**src/rtl/lsu_pkg.sv**
```systemverilog
// Shared types and constants for the load/store unit: FSM encoding, funct3 size codes,
// default data-region limit and the alignment rule.
package lsu_pkg;

  typedef enum logic [2:0] {
    IDLE  = 3'd0,
    READ  = 3'd1,
    WRITE = 3'd2,
    HOLD  = 3'd3,
    RESP  = 3'd4
  } lsu_state_t;

  localparam logic [2:0] SIZE_B  = 3'b000;
  localparam logic [2:0] SIZE_H  = 3'b001;
  localparam logic [2:0] SIZE_W  = 3'b010;
  localparam logic [2:0] SIZE_BU = 3'b100;
  localparam logic [2:0] SIZE_HU = 3'b101;

  localparam logic [31:0] DATA_LIMIT_DEFAULT = 32'h0000_1000;

  // size[1:0] alone selects the access width; the top bit only picks zero-extension
  function automatic logic is_misaligned(input logic [2:0] size, input logic [1:0] addr_lo);
    case (size[1:0])
      2'b00:   return 1'b0;
      2'b01:   return addr_lo[0];
      default: return addr_lo != 2'b00;
    endcase
  endfunction

  function automatic logic is_partial(input logic [2:0] size);
    return size[1:0] == 2'b00 || size[1:0] == 2'b01;
  endfunction

endpackage

```
**src/rtl/load_store_unit_lane_align.sv**
```systemverilog
// Lane steering for a word-only memory port: extracts and extends load lanes,
// and merges a byte/halfword store into a previously read word. Purely combinational.
module lsu_lane_align
  import lsu_pkg::*;
(
  input  logic [1:0]  addr_lo,
  input  logic [2:0]  size,
  input  logic [31:0] word,
  input  logic [31:0] wdata,
  output logic [31:0] load_val,
  output logic [31:0] store_word
);

  logic [7:0]  byte_sel;
  logic [15:0] half_sel;

  always_comb begin
    byte_sel   = word[{addr_lo, 3'b000} +: 8];
    half_sel   = addr_lo[1] ? word[31:16] : word[15:0];
    load_val   = word;
    store_word = wdata;

    case (size)
      SIZE_B:  load_val = {{24{byte_sel[7]}}, byte_sel};
      SIZE_BU: load_val = {24'b0, byte_sel};
      SIZE_H:  load_val = {{16{half_sel[15]}}, half_sel};
      SIZE_HU: load_val = {16'b0, half_sel};
      default: ;
    endcase

    // untouched lanes keep the bytes captured during READ
    case (size[1:0])
      2'b00: begin
        store_word = word;
        store_word[{addr_lo, 3'b000} +: 8] = wdata[7:0];
      end
      2'b01: begin
        store_word = word;
        store_word[{addr_lo[1], 4'b0000} +: 16] = wdata[15:0];
      end
      default: ;
    endcase
  end

endmodule

```
**src/rtl/load_store_unit.sv**
```systemverilog
// MEM-stage sequencer to a word-only memory port; byte/half stores are read-modify-write.
// Latency accept->resp_valid: load 2, SW 3, SB/SH 4, error 1; one request in flight, resp held until resp_ready.
// LSU_ACCESS_CHECK_EN: rejects addresses >= DATA_LIMIT with resp_err and no memory access.
module load_store_unit
  import lsu_pkg::*;
#(
  parameter int unsigned          ADDR_W     = 32,
  parameter logic [ADDR_W-1:0]    DATA_LIMIT = ADDR_W'(DATA_LIMIT_DEFAULT)
) (
  input  logic              clk,
  input  logic              rst,
  input  logic              req_valid,
  output logic              req_ready,
  input  logic              req_we,
  input  logic [2:0]        req_size,
  input  logic [ADDR_W-1:0] req_addr,
  input  logic [31:0]       req_wdata,
  output logic              resp_valid,
  input  logic              resp_ready,
  output logic [31:0]       resp_rdata,
  output logic              resp_err,
  output logic [ADDR_W-1:0] data_addr,
  output logic [31:0]       data_in,
  output logic              mem_read,
  output logic              mem_write,
  input  logic [31:0]       data_out
);

`ifdef LSU_ACCESS_CHECK_EN
  localparam bit ACCESS_CHECK = 1'b1;
`else
  localparam bit ACCESS_CHECK = 1'b0;
`endif

  lsu_state_t  state_q, state_d;
  logic        accept;
  logic        req_err;
  logic        we_q;
  logic [2:0]  size_q;
  logic [1:0]  addr_lo_q;
  logic [31:0] wdata_q;
  logic [31:0] load_val;
  logic [31:0] store_word;

  assign req_err    = is_misaligned(req_size, req_addr[1:0]) ||
                      (ACCESS_CHECK && (req_addr >= DATA_LIMIT));
  assign req_ready  = (state_q == IDLE);
  assign resp_valid = (state_q == RESP);

  lsu_lane_align u_align (
    .addr_lo    (addr_lo_q),
    .size       (size_q),
    .word       (data_out),
    .wdata      (wdata_q),
    .load_val   (load_val),
    .store_word (store_word)
  );

  always_ff @(posedge clk) begin
    if (rst) state_q <= IDLE;
    else     state_q <= state_d;
  end

  always_comb begin
    state_d = state_q;
    accept  = 1'b0;
    case (state_q)
      IDLE: begin
        if (req_valid) begin
          accept = 1'b1;
          if (req_err)                            state_d = RESP;
          else if (!req_we || is_partial(req_size)) state_d = READ;
          else                                    state_d = WRITE;
        end
      end
      READ:    state_d = we_q ? WRITE : RESP;
      WRITE:   state_d = HOLD;
      HOLD:    state_d = RESP;
      RESP:    if (resp_ready) state_d = IDLE;
      default: state_d = IDLE;
    endcase
  end

  // strobes are registered from the next state so the memory sees glitch-free edges
  always_ff @(posedge clk) begin
    if (rst) begin
      we_q       <= 1'b0;
      size_q     <= 3'b000;
      addr_lo_q  <= 2'b00;
      wdata_q    <= 32'h0;
      data_addr  <= '0;
      data_in    <= 32'h0;
      resp_rdata <= 32'h0;
      resp_err   <= 1'b0;
      mem_read   <= 1'b0;
      mem_write  <= 1'b0;
    end else begin
      mem_read  <= (state_d == READ);
      mem_write <= (state_d == WRITE);
      case (state_q)
        IDLE: begin
          if (accept) begin
            we_q       <= req_we;
            size_q     <= req_size;
            addr_lo_q  <= req_addr[1:0];
            wdata_q    <= req_wdata;
            resp_rdata <= 32'h0;
            resp_err   <= req_err;
            if (!req_err) begin
              data_addr <= {req_addr[ADDR_W-1:2], 2'b00};
              if (req_we && !is_partial(req_size)) data_in <= req_wdata;
            end
          end
        end
        READ: begin
          if (we_q) data_in    <= store_word;
          else      resp_rdata <= load_val;
        end
        default: ;
      endcase
    end
  end

endmodule

```
**config.mk**
```make
export PLATFORM = sky130hd
export DESIGN_NAME = load_store_unit
export DESIGN_NICKNAME = d
export VERILOG_FILES = /design/src/rtl/lsu_pkg.sv /design/src/rtl/load_store_unit_lane_align.sv /design/src/rtl/load_store_unit.sv
export SDC_FILE = /design/constraint.sdc
export NUM_CORES = 1
export LEC_CHECK = 0
export ABC_AREA = 1
export CAP_MARGIN = 10
export CORE_MARGIN = 2
export CORE_UTILIZATION = 49
export CTS_CLUSTER_DIAMETER = 40
export DETAILED_ROUTE_END_ITERATION = 8
export GPL_TIMING_DRIVEN = 0
export MAX_ROUTING_LAYER = met4
export PLACE_DENSITY = 0.81
export SYNTH_ARGS = -nofsm -noshare
export SYNTH_HDL_FRONTEND = slang
export SYNTH_SLANG_ARGS = --single-unit
```
**constraint.sdc**
```tcl
create_clock -name clk -period 2.6 [get_ports clk]
set_input_delay 0.52 -clock clk [delete_from_list [all_inputs] [get_ports clk]]
set_output_delay 0.52 -clock clk [all_outputs]
set_load 0.005 [all_outputs]
```
==> summary by stage, run 1 <==
Synth
Sorting the synthesized cells by area gives the leading types as dfxtp_1 37%, nand2_1 16%, a21oi_1 13%. The count of cell types in the netlist is 30. The gate count after technology mapping is around 1.2k. Of the post-synthesis cell area, the dominant cell type holds 37.5%. The most instantiated flip-flop cell in the synthesis netlist is dfxtp_1. In the synthesized netlist, the cells that appear most often are 319 x nand2_1, 185 x a21oi_1, 138 x dfxtp_1. The count of state elements after synthesis is about 140. The synthesized netlist occupies a cell area of about 0.0074 mm^2. The post-synthesis sequential area ratio is between 30% and 40%.

Of all flip-flops after synthesis, the portion carrying an async set or reset was 0%. After synthesis, the mean cell area works out to roughly 6.3 um^2. For this run, the number of Yosys warnings is 0. The number of enable-type register cells in the synthesized netlist is 0. The most common cell in the synthesized netlist is nand2_1.

Of all cell types, the one taking the most synthesized area is dfxtp_1.

Die
For this configuration, the core starts out at a cell density of between 50% and 60%. roughly 210 I/O pins were placed. The vertical die dimension is between 100 and 150 um. The full die area is 0.0160 mm^2. The number of placement rows is between 40 and 50. The die is around 130 um wide. The core region is 0.0146 mm^2.

Timing
For this run, the top clock speed supported by timing is 0.426 GHz. The maximum clock skew at final layout is ~9.5 ps. Setup repair after global routing left no endpoint under its margin. The setup-violating endpoint count in the final report is 0.

The share of the clock period used by the worst path is between 90% and 100%. The remaining max-slew budget at the tightest pin is around 47%. At the pin with the least slew margin, the transition time is between 700 and 800 ps. The minimum period implied by the final worst setup slack is approximately 2300 ps. Setup slack closes at about 250 ps. The number of hold-slack violations in the final timing report came to 0.

The max-slew violation count is 0. The worst hold slack across all endpoints is between 400 and 500 ps. After routing, the total negative slack on setup checks comes to 0 ps.

Pwr
The analysis attributes to cell leakage a power of 4.35 nW. For this design the ratio of total power to cell area is between 600 and 700 mW/mm^2. The clock network is responsible for between 30 and 40% of the overall power. The switching component of the power is roughly 2.2 mW.

The net switching fraction of the power is between 30% and 40%. Combinational cells account for 27.9% of the total power. The post-route total power is slightly below 7 mW.

The share of power burned in registers is a little over a third. The design internal power is between 4 and 5 mW. The maximum resistive drop on vdd is roughly 0.47 mV.

Final layout
The final cell count without fillers is roughly 1.6k. The finished cells cover roughly 0.01 mm^2. Cells with a size suffix above 1 make up 6.85% of the layout. The layout net count is 1500. At the end of the flow the core is filled with cells to between 60% and 70%. The relative area change from synthesis to final layout is 38.2%.

The number of antenna repair diodes is 0.

Setup path
Traced cell by cell, the critical path runs through clkbuf_1 -> inv_2 -> ha_1 -> clkbuf_2 -> nor3_1 -> nand2_1 -> nand3_1 -> nand2_1 -> a21oi_1. The worst setup path is captured at a register. The sum of buffers and inverters on the critical path is 3.

The startpoint kind of the worst setup timing path is a register. The kind of critical path is reg -> reg. The delay of the slowest cell on the worst path is between 400 and 500 ps. The required time of the critical path is between 2000 and 3000 ps. At the worst endpoint, the arrival time is between 2000 and 3000 ps.

The maximum fanout count along the critical path is 12. The library cell contributing the largest single delay on the critical path is nor3_1. The kind of cell with the highest combined delay on the critical path is simple AND/OR/NAND/NOR gates. The cell seen most often among critical-path stages is nand2_1.

Place
The number of placed instances, taps included, is 1558. The post-place setup slack is -5.19 ps. During placement, the flow inserted port buffers numbering 202. The final RePlAce weighted congestion is 1.02. The HPWL after detailed placement is roughly 21000 um. Once placement finished, the instance area stood at approximately 0.0096 mm^2.

Clocking
Counting the buffers created by CTS gives 17. The CTS sink count is ~140. The root buffer cell is clkbuf_16.

In this run the number of H-tree levels came out at 4. The TritonCTS clock tree is yes. The post-CTS clock slew at the launch and capture registers of the worst setup and hold paths is 60 ps. The clock latency reported for the late side of the worst-skew pair is between 400 and 500 ps. Buffers inserted to repair hold after CTS numbered 0. In this run the deepest clock path goes through 2 buffers.

Routing
In the routed layout, each cell is associated on average with a via count of around 5.5. The routed design has ~28000 um of wire. The per-cell routed wire length is approximately 17 um. The number of detailed-route iterations in the first pass is 6.

The number of vias in the routed layout is just under 9k. In the routed design, unresolved DRC markers number 0. The remaining antenna violation count is 0.

The initial DRC count is between 800 and 900.

Outcome
The flow ran to the end, and the final reports show no timing, DRC or antenna violations.

GRT
The number of global-route vias before repair came to just over 8k. The wire length of the first global-routing pass is approximately 43000 um. The initial antenna violation count is 0. Across every metal layer, demand over resource in global routing totals roughly a third.

The largest net degree at the start of global routing is 22. The aggregate global routing overflow is 0.

Job
The tool flagged a number of max-cap violations equal to 0.

Worst hold path
In this run the worst hold path is classified as reg -> reg.
layout make-up:
class	instances	area, um^2
Fill cell	1282	4450
Multi-Input combinational cell	846	3830
Sequential cell	138	2760
Timing Repair Buffer	202	2020
Clock buffer	22	474
Inverter	114	428
Buffer	72	347
Tap cell	184	230
Clock inverter	7	93.8
power groups by stage:
stage | Sequential, mW | Combinational (mW) | Clock, mW
after global placement | 2.49 | 1.83 | 0
after detailed placement | 2.50 | 1.84 | 0
after global routing | 2.48 | 2.07 | 2.50
after CTS | 2.45 | 1.85 | 2.40
final | 2.46 | 1.88 | 2.40
after floorplan | 2.49 | 1.01 | 0
sequential cells by signal, indices dropped and copies added, names as in the netlist:
| register | flops |
|---|---|
| mem_read | 1 |
| we_q | 1 |
| data_in | 32 |
| state_q | 3 |
| resp_err | 1 |
| data_addr | 30 |
| mem_write | 1 |
| size_q | 3 |
| wdata_q | 32 |
| resp_rdata | 32 |
| addr_lo_q | 2 |
what timing repair did:
item / CTS / global route
pin swaps: 0 / 0
buffers inserted: 0 / 0
hold endpoints to repair: 0 / 0
gates resized for setup: 0 / 2
setup endpoints to repair: 2 / 6
kinds of logic after synthesis:
kind of cell | after synthesis | share of synthesized area (%)
and+or+nand+nor | 520 | 28.7
AOI/OAI and AO/OA | 319 | 22.4
buffers and inverters | 188 | 10.6
DFF | 138 | 37.5
adders and majority gates | 5 | 0.848
other | 1 | 0.0509
worst paths after layout:
check / cells after the start / endpoint / from / slack [ps]
worst min register to register: 2 / resp_rdata[18] / resp_rdata[18] / 460
worst max-delay path: 9 / data_in[26] / addr_lo_q[0] / 250
worst min-delay path: 2 / resp_rdata[18] / resp_rdata[18] / 460
worst max register to register: 9 / data_in[26] / addr_lo_q[0] / 250
placed cells by master, fill, tap and decap left out, types with 4 or more instances in the layout:
cell type and count:
nand2_1 319, clkdlybuf4s50_1 202, a21oi_1 185, dfxtp_1 138
nor2_1 132, o21ai_0 113, inv_1 104, clkbuf_1 37
nand3_1 36, buf_2 24, clkbuf_16 17, or2_2 16
o211ai_1 14, inv_2 8, a31oi_1 5, ha_1 5
nor2_2 4, buf_4 4, buf_6 4, buf_1 4
nor3_1 4
routing by layer:
metal | vias up | part of all wire [%] | track usage, %
met5 | - | 0 | -
met4 | 0 | 4.6 | 16.0
met3 | 89 | 9.6 | 8.48
met2 | 477 | 45 | 55.8
met1 | 3920 | 41 | 43.0
li1 | 4186 | - | -
worst register-to-register path: stages (launching register included):
cell	delay, ps
dfxtp_1	360
clkbuf_1	280
inv_2	180
ha_1	340
clkbuf_2	190
nor3_1	440
nand2_1	190
nand3_1	130
nand2_1	70
a21oi_1	120
No activity file was read; power rests on OpenSTA's default activity.
==> run 2: changes to the inputs <==
CORE_UTILIZATION = 53   (was 49)
PLACE_DENSITY = 0.87   (was 0.81)
clock period = 3 ns   (was 2.6 ns; I/O delays follow)
==> run 2 against run 1 <==
Compared with the run above: combinational power is 12% lower; critical path depth is 2 higher; die area is 7.3% lower; wire length is 2.4% higher; first-iteration DRC count is 30% higher; via count is 2.1% higher; global-route usage is 3.9 points higher; hold slack better by 3.4 ps; register-to-register slack worse by 110 ps; cell count stayed put; fmax is 18% lower; critical endpoint is now data_in[25].
==> summary by stage, run 2 (same netlist as run 1, synthesis figures left out) <==
Outcome
The run finished with clean final reports.

Clocking
The post-CTS clock slew at the launch and capture registers of the worst setup and hold paths came to 60 ps (about the same). The number of buffers inserted during clock tree synthesis came to 17 (unchanged). The CTS sink count is 138 (unchanged). In this run the clock root is driven by a clkbuf_16.

The H-tree depth is 4 (unchanged). The TritonCTS clock tree is yes. The clock latency reported for the late side of the worst-skew pair is 440 ps (about the same). The number of buffers on the longest clock path is 2 (unchanged).

Final layout
The layout net count is 1501 (+0.067%). The number of antenna repair diodes is 0 (unchanged). The most common cell after layout, fill and taps aside is nand2_1. The final standard cell area without fillers is 0.0102 mm^2 (+0.31%). In the final layout, the registers with the most flip-flops are data_in: 32 flops, resp_rdata: 32 flops, wdata_q: 32 flops. The post-route core utilization was 74.5% (+4.9 points). The filler cell count in the final layout was 1132 (-12%).

The fraction of layout instances using a drive strength above 1 came to 7.12% (+0.27 points). In the layout the commonest cells are 319 x nand2_1, 202 x clkdlybuf4s50_1, 185 x a21oi_1, 138 x dfxtp_1, 132 x nor2_1. The relative area change from synthesis to final layout is 38.6%.

Die
The full die area is 0.0149 mm^2 (-7.3%). The standard cell core area is 0.0137 mm^2 (-6.3%). The number of placement rows is 43 (-2.3%). The vertical die dimension is 122 um (-3.7%).

The die width was 122 um (-3.7%). The number of primary I/O pins came to 205 (unchanged). The starting density of the core is 53.8% (+3.4 points).

Setup path
The startpoint kind of the worst setup timing path is a register. The maximum fanout count along the critical path came to 12 (unchanged). The required time of the critical path is 3370 ps (+410 ps). The arrival time of the worst setup path is 3230 ps (+520 ps).

The worst setup path is captured at a register. The kind of critical path is reg -> reg.

Routing
The number of vias in the routed layout is 8852 (+2.1%). The number of design rule violations left after detail routing was 0 (unchanged). The number of detailed-route iterations in the first pass is 7 (+1). The per-cell routed wire length is 17.9 um (+2.4%). The detailed-route wire length is 28300 um (+2.4%).

The initial DRC count is 1137 (+30%). The remaining antenna violation count is 0 (unchanged). The post-detailed-route via-to-cell ratio is 5.58 (+2.1%).

Place
The placed cell area is 0.00963 mm^2 (about the same). The HPWL after detailed placement is 21200 um (+1.8%). The number of port buffers is 202 (unchanged). The post-place setup slack came to 206 ps (+211 ps).

The final RePlAce weighted congestion is 1.01 (-0.98%).

GRT
The overall global routing resource usage is 39.2% (+3.9 points). The initial antenna violation count is 0 (unchanged). The largest net degree at the start of global routing was 17 (-23%). The number of global-route vias before repair is 8389 (+2.7%). The wire length of the first global-routing pass is 43300 um (+1.4%). The aggregate global routing overflow came to 0 (unchanged).

Timing
The setup-violating endpoint count in the final report is 0 (unchanged). The share of the clock period used by the worst path is 95.4% (+5.1 points). The number of hold-slack violations in the final timing report is 0 (unchanged). Setup repair after global routing left no endpoint under its margin. The final worst-path setup slack was 139 ps (-113 ps).

The remaining max-slew budget at the tightest pin is 47.9% (+0.79 points). The slew at the pin closest to its max-slew limit came to 781 ps (-11.8 ps). The max-slew violation count was 0 (unchanged). The minimum period implied by the final worst setup slack was 2860 ps (+513 ps).

The post-route setup TNS is 0 ps (unchanged). The achievable frequency is 0.350 GHz (-18%). The maximum clock skew at final layout came to 8.37 ps (-1.11 ps).

Pwr
The standby leakage power came to 4.37 nW (+0.44%). The power density of the placed cells is 580 mW/mm^2 (-12%). The post-route total power is 5.93 mW (-12%). The maximum resistive drop on vdd is 0.554 mV (+18%).

Worst hold path
The classification of the worst-slack hold path is reg -> reg.

Job
The reported max-cap violation count was 0 (unchanged).
[run 2: worst paths after layout]
path	slack, ps	cells past startpoint	end	start
setup / recovery	140	11	data_in[25]	addr_lo_q[1]
hold / removal	470	2	wdata_q[16]	wdata_q[16]
setup reg to reg	140	11	data_in[25]	addr_lo_q[1]
hold reg to reg	470	2	wdata_q[16]	wdata_q[16]
[run 2: final cells by class]
type | count | area [um^2] | area share, %
clock buffer | 22 | 484 | 4.74
inverter | 114 | 428 | 4.19
tap | 180 | 225 | 2.20
multi-input combinational | 846 | 3830 | 37.5
timing repair buffer | 202 | 2020 | 19.8
clock inverter | 10 | 116 | 1.14
sequential | 138 | 2760 | 27.0
buffer | 73 | 350 | 3.43
[run 2: per-stage QoR]
step / hold WS, ps / cells
2_1_floorplan: 444 / 1172
4_1_cts: 466 / 1586
3_3_place_gp: 452 / 1554
3_5_place_dp: 456 / 1554
5_1_grt: 479 / 1585
6_report: 466 / 1585
[run 2: critical path, stage by stage, from the launching register on]
cell and delay (ps):
dfxtp_1 340, buf_4 180, inv_2 60, buf_6 150, clkbuf_1 480, ha_1 350, clkbuf_2 210, nor3_1 560
nand2_1 100, nand3_1 170, nand2_1 60, a21oi_1 130
[run 2: metal layers]
| layer | up-vias | GRT usage [%] | part of all wire [%] |
|---|---|---|---|
| met5 | - | - | 0 |
| met4 | 0 | 17.1 | 3.7 |
| met3 | 91 | 9.55 | 10 |
| met2 | 555 | 63.2 | 47 |
| met1 | 4018 | 46.7 | 39 |
| li1 | 4188 | - | - |
[run 2: power by group]
group / switching [mW] / internal [mW] / leakage [nW]
combinational: 0.974 / 0.682 / 2.95
clock: 0.838 / 1.31 / 0.292
sequential: 0.112 / 2.01 / 1.13
total: 1.92 / 4.00 / 4.37
[run 2: timing repair]
item	in CTS	in global routing
setup buffers	0	0
setup endpoints to repair	0	3
hold buffers	0	0
resized for setup	0	2
